==> src/rtl/serial_sub_n.sv <==
// serial_sub_n: bit-serial add/subtract unit.
// One bit pair is processed per clock, LSB first, after an operation is
// accepted in IDLE. The result is assembled in D from the MSB side so that,
// once WIDTH bits have been processed, D holds the result in natural order.
// Bout carries the final borrow (sub) or carry (add); V flags two's-complement
// overflow of the completed operation.

module serial_sub_n #(
  parameter int WIDTH = 8
) (
  input  logic             clk,
  input  logic             rst,
  input  logic             start,
  input  logic             mode,
  input  logic [WIDTH-1:0] A,
  input  logic [WIDTH-1:0] B,
  input  logic             Bin,
  output logic [WIDTH-1:0] D,
  output logic             Bout,
  output logic             V,
  output logic             busy,
  output logic             done
);

  // Counter only needs to reach WIDTH-1; it is compared against LAST_BIT
  // rather than WIDTH so it never has to hold a value one past the end.
  localparam int              CW       = $clog2(WIDTH);
  localparam logic [CW-1:0]   LAST_BIT = CW'(WIDTH - 1);

  typedef enum logic [1:0] {
    ST_IDLE  = 2'd0,
    ST_SHIFT = 2'd1,
    ST_DONE  = 2'd2
  } state_t;

  state_t           state_q, state_d;
  logic [WIDTH-1:0] a_q, a_d;
  logic [WIDTH-1:0] b_q, b_d;
  logic             mode_q, mode_d;
  logic             cb_q, cb_d;
  logic [CW-1:0]    cnt_q, cnt_d;
  logic [WIDTH-1:0] res_q, res_d;
  logic             bout_q, bout_d;
  logic             v_q, v_d;

  logic             a_bit;
  logic             b_bit;
  logic             sum_bit;
  logic             cb_next;
  logic             last_bit;

  // Single-bit full adder / full subtractor on the current operand LSBs.
  always_comb begin
    a_bit    = a_q[0];
    b_bit    = b_q[0];
    sum_bit  = a_bit ^ b_bit ^ cb_q;
    last_bit = (cnt_q == LAST_BIT);
    if (mode_q) begin
      cb_next = (a_bit & b_bit) | (cb_q & (a_bit ^ b_bit));
    end else begin
      cb_next = (~a_bit & b_bit) | (~(a_bit ^ b_bit) & cb_q);
    end
  end

  // State and datapath registers; reset clears everything, including the
  // latched operands, and overrides any in-flight operation.
  always_ff @(posedge clk) begin
    if (rst) begin
      state_q <= ST_IDLE;
      a_q     <= '0;
      b_q     <= '0;
      mode_q  <= 1'b0;
      cb_q    <= 1'b0;
      cnt_q   <= '0;
      res_q   <= '0;
      bout_q  <= 1'b0;
      v_q     <= 1'b0;
    end else begin
      state_q <= state_d;
      a_q     <= a_d;
      b_q     <= b_d;
      mode_q  <= mode_d;
      cb_q    <= cb_d;
      cnt_q   <= cnt_d;
      res_q   <= res_d;
      bout_q  <= bout_d;
      v_q     <= v_d;
    end
  end

  // Next-state logic: DONE always lasts one cycle and start is only looked
  // at while IDLE, so requests during SHIFT/DONE are simply dropped.
  always_comb begin
    state_d = state_q;
    case (state_q)
      ST_IDLE: begin
        if (start) begin
          state_d = ST_SHIFT;
        end
      end
      ST_SHIFT: begin
        if (last_bit) begin
          state_d = ST_DONE;
        end
      end
      ST_DONE: begin
        state_d = ST_IDLE;
      end
      default: begin
        state_d = ST_IDLE;
      end
    endcase
  end

  // Datapath next values: latch operands on acceptance, then shift one bit
  // per SHIFT cycle; the published flags only change on the final bit.
  always_comb begin
    a_d    = a_q;
    b_d    = b_q;
    mode_d = mode_q;
    cb_d   = cb_q;
    cnt_d  = cnt_q;
    res_d  = res_q;
    bout_d = bout_q;
    v_d    = v_q;
    case (state_q)
      ST_IDLE: begin
        if (start) begin
          a_d    = A;
          b_d    = B;
          mode_d = mode;
          cb_d   = Bin;
          cnt_d  = '0;
        end
      end
      ST_SHIFT: begin
        a_d   = {1'b0, a_q[WIDTH-1:1]};
        b_d   = {1'b0, b_q[WIDTH-1:1]};
        res_d = {sum_bit, res_q[WIDTH-1:1]};
        cb_d  = cb_next;
        cnt_d = cnt_q + CW'(1);
        if (last_bit) begin
          bout_d = cb_next;
          v_d    = cb_q ^ cb_next;
        end
      end
      default: begin
      end
    endcase
  end

  // Status outputs decoded purely from the state, so busy and done are
  // mutually exclusive by construction.
  always_comb begin
    busy = (state_q == ST_SHIFT);
    done = (state_q == ST_DONE);
  end

  assign D    = res_q;
  assign Bout = bout_q;
  assign V    = v_q;

endmodule

==> config.mk <==
export PLATFORM = sky130hd
export DESIGN_NAME = serial_sub_n
export DESIGN_NICKNAME = d
export VERILOG_FILES = /design/src/rtl/serial_sub_n.sv
export SDC_FILE = /design/constraint.sdc
export NUM_CORES = 1
export LEC_CHECK = 0
export ABC_AREA = 1
export CORE_MARGIN = 3
export CORE_UTILIZATION = 40
export CTS_CLUSTER_DIAMETER = 80
export DETAILED_ROUTE_END_ITERATION = 16
export SLEW_MARGIN = 30
export SYNTH_ARGS = -nofsm -noshare
export SYNTH_HDL_FRONTEND = slang
export SYNTH_SLANG_ARGS = --single-unit
==> constraint.sdc <==
create_clock -name clk -period 2.55 [get_ports clk]
set_clock_uncertainty 0.05 [all_clocks]
set_input_delay 0.255 -clock clk [delete_from_list [all_inputs] [get_ports clk]]
set_output_delay 0.255 -clock clk [all_outputs]
set_load 0.05 [all_outputs]
==> results.md <==
- I/O Pins: 33
- Number of synthesized register bits: 33
- Largest net degree at the start of global routing: 25
- Starting density of the core: 0.423
- Die height: just under 70 µm
- Unrepaired setup endpoints after global routing: false
- YS warnings: 0
- Share of synthesized registers carrying an async set or reset: 0
- Sinks on the clock net: 33
- Die Width: just under 70 µm
- Crit-path max cell delay: 0.80 ns
- Buf/Inv on CP: 2
- Worst-case register-to-register setup slack: around 0.91 ns
- Complex-gate fraction of the synthesized area: 0.103
- Clock Path Buffers: 2
- Slew of the pin with the lowest slew margin: 0.495 ns
- Root Buffer Master: sky130_fd_sc_hd__clkbuf_8
- Sum of net half-perimeters after detailed placement: between 2000 and 2500 µm
- Sequential area share after synthesis: 0.417
- Filler cell count: about 400
- Gate count after technology mapping: around 230
- Clock transition at the registers of the reported paths: roughly 0.070 ns
- TritonCTS clock tree: yes
- Final hold violation count: 0
- Hold Path Sink: cnt_q[0]
- Clock latency reported for the late side of the worst-skew pair: 0.29 ns
- Achievable frequency: 488 MHz
- Headroom to the max-slew limit: 0.669
- Top post-synthesis cells by count: sky130_fd_sc_hd__nand3_1 (52), sky130_fd_sc_hd__inv_1 (39), sky130_fd_sc_hd__dfxtp_1 (33), sky130_fd_sc_hd__nand2_1 (29), sky130_fd_sc_hd__a21oi_1 (21)
- Main combinational cell family by area after synthesis: simple AND/OR/NAND/NOR gates
- Crit-path slowest cell: sky130_fd_sc_hd__clkdlybuf4s50_1
- WP data arrival: approximately 1.7 ns
- Number of synthesized flops with an enable pin: 0
- Worst reg2reg path endpoint: a_q[0]
- Number of cells upsized or downsized after cts: 0
- Hold path cells: 1
- Count of port buffers added during placement: 32
- Total number of H-tree levels: 2
- Global-route wire length before repair: roughly 6000 µm
- Final period util: 0.803
- Avg Vias per Cell: approximately 4.8
- Xor and xnor area share after synthesis: 0
- Core area: 3740 µm²
- Iteration count of the initial detailed-routing pass: 4
- Total die area: about 4800 µm²
- Multiplexer fraction of the synthesized cell area: 0
- Status: completed
- Path depth of the worst reg2reg path: 4
- Final-report max-slew violation count: 0
- Maximum Capacitance Violations: 0
- Final layout net count: 283
- P per Cell Area: ~600 nW/µm²
- Top FF cell, synth: sky130_fd_sc_hd__dfxtp_1
- Share of post-route cells with drive strength above 1: 0.0618
- Mapped Avg Cell Area: 6.95 µm²
- Min Tclk post-route: 2.05 ns
- Routed Antenna Nets: 0
- Detailed-route via count: ~1,500
- Setup TNS Final: 0 ns
- Minimum hold slack: around 0.4 ns
- Path class of the lowest-slack min-delay path: reg -> reg
- Largest fanout on the critical path: 17
- Number of different library cells in the post-synthesis netlist: 18
- HP Start: cnt_q[0]
- # diodes: 0
- Leakage power: around 0.90 nW
- Cell taking the most area after synthesis: sky130_fd_sc_hd__dfxtp_1
- Vias in the first global route: around 1,300
- Final RePlAce weighted congestion: around 0.76
- Post-placement setup slack: 0.803 ns
- Post-synthesis cell area: 1590 µm²
- Number of buffers added by the clock tree synthesis step: 5
- Maximum vdd ir drop: around 0.00037 V
- Share of the synthesized area in the top cell type: 0.417
- Critical Setup Path Class: reg -> out
- Minimum setup slack in the final design: around 0.5 ns
- Total routing resource utilization after global routing: 0.175
- Sort of element at the start of the critical path: register
- # setup viols final: 0
- Total Routed Length: about 3600 µm
- Global-route congestion overflow total: 0
- Largest delay contributor family on the critical path: buffers and inverters
- Number of nets in the synthesized netlist: approximately 250
- Critical Path RT: between 2 and 2.5 ns
- Row count: 22
- Number of buffers inserted by hold repair at cts: 0
- Register Area: ~660 µm²
- Reg-to-reg startpoint: state_q[0]
- Routed wire per std cell: ~12 µm
- Antenna violations before repair: 0
- Main area contributors after synthesis: sky130_fd_sc_hd__dfxtp_1 (42%), sky130_fd_sc_hd__nand3_1 (16%), sky130_fd_sc_hd__inv_1 (9.2%)
- Initial drt markers: 99
- Crit path cell chain: inv_2 > nor2_1 > clkdlybuf4s50_1
- Simple-gate share of the synthesized area: 0.296
- Adder-cell share of the synthesized area: 0.0410
- Buffers inserted by post-CTS timing repair: 0
- Area Overhead vs Synth: 26.4%
- DRC Markers: 0
- Count leader, synth: sky130_fd_sc_hd__nand3_1
- Kind of end point of the critical path: primary output
- Total area of multi-input combinational cells: around 700 µm²
-- state kept, by name, summed over array words and instances, names as in the netlist --
register  count
Bout          1
D             8
V             1
a_q           8
b_q           8
cb_q          1
cnt_q         3
mode_q        1
state_q       2
-- layout by cell type (no fill, tap or decap) --
cell | Yosys | layout
sky130_fd_sc_hd__nand2_2 | 3 | 3
sky130_fd_sc_hd__nand3_1 | 52 | 52
sky130_fd_sc_hd__o21a_1 | 1 | 1
sky130_fd_sc_hd__dfxtp_1 | 33 | 33
sky130_fd_sc_hd__nand2_1 | 29 | 29
sky130_fd_sc_hd__a21oi_1 | 21 | 21
sky130_fd_sc_hd__clkdlybuf4s50_1 | 0 | 31
sky130_fd_sc_hd__fa_1 | 2 | 2
sky130_fd_sc_hd__inv_1 | 39 | 39
sky130_fd_sc_hd__clkbuf_1 | 4 | 3
sky130_fd_sc_hd__inv_2 | 1 | 1
sky130_fd_sc_hd__buf_4 | 3 | 6
sky130_fd_sc_hd__nor2_1 | 20 | 20
sky130_fd_sc_hd__clkbuf_8 | 0 | 5
sky130_fd_sc_hd__ha_1 | 2 | 2
sky130_fd_sc_hd__nor2_2 | 1 | 1
sky130_fd_sc_hd__o21ai_0 | 10 | 10
-- through the flow --
stage	power (mW)	cell area, µm²	util	instances
floorplan	0.764	1590	-	228
global placement	0.848	1920	0.514	299
detailed placement	0.849	1920	0.514	299
CTS	1.23	2000	0.535	307
global route	1.29	2000	0.535	307
finish	1.22	2000	0.535	307
-- cell type report --
class                      instances  area share
inverter                          40      0.0750
timing repair buffer              37       0.177
clock buffer                       8      0.0400
tap                               48      0.0300
sequential                        33       0.330
multi-input combinational        141       0.348
-- report_power, final --
| group | leakage, nW | switching [mW] | internal, mW |
|---|---|---|---|
| combinational | 0.589 | 0.148 | 0.105 |
| clock | 0.0395 | 0.186 | 0.194 |
| sequential | 0.272 | 0.0282 | 0.555 |
-- cells by family after synthesis --
| kind of cell | count (synthesis) |
|---|---|
| AOI/OAI and AO/OA | 32 |
| and+or+nand+nor | 105 |
| buffers and inverters | 54 |
| DFF | 33 |
| adders and majority gates | 4 |
-- worst max-delay path by stage --
stage | start | endpoint | slack [ns] | depth (start not counted)
2_1_floorplan | state_q[1] | done | 0.94 | 3
3_3_place_gp | state_q[1] | done | 0.82 | 3
3_5_place_dp | state_q[1] | done | 0.80 | 3
4_1_cts | state_q[1] | done | 0.48 | 3
5_1_grt | state_q[1] | done | 0.39 | 3
6_report | state_q[1] | done | 0.50 | 3
-- metal layers --
metal / global-route usage / share of wire / vias up
met2: 0.267 / 0.45 / 20
li1: - / - / 780
met1: 0.224 / 0.49 / 667
met4: 0.0779 / 0.016 / 0
met5: 0 / 0 / -
met3: 0.0583 / 0.039 / 6
-- worst register-to-register path: cells and delay by family (launching register included) --
| family | cells | cell delay (ns) |
|---|---|---|
| AND/OR/NAND/NOR | 3 | 0.79 |
| AO/OA/AOI/OAI | 1 | 0.15 |
| flip-flops | 1 | 0.58 |
Power figures use the tool's default switching activity.
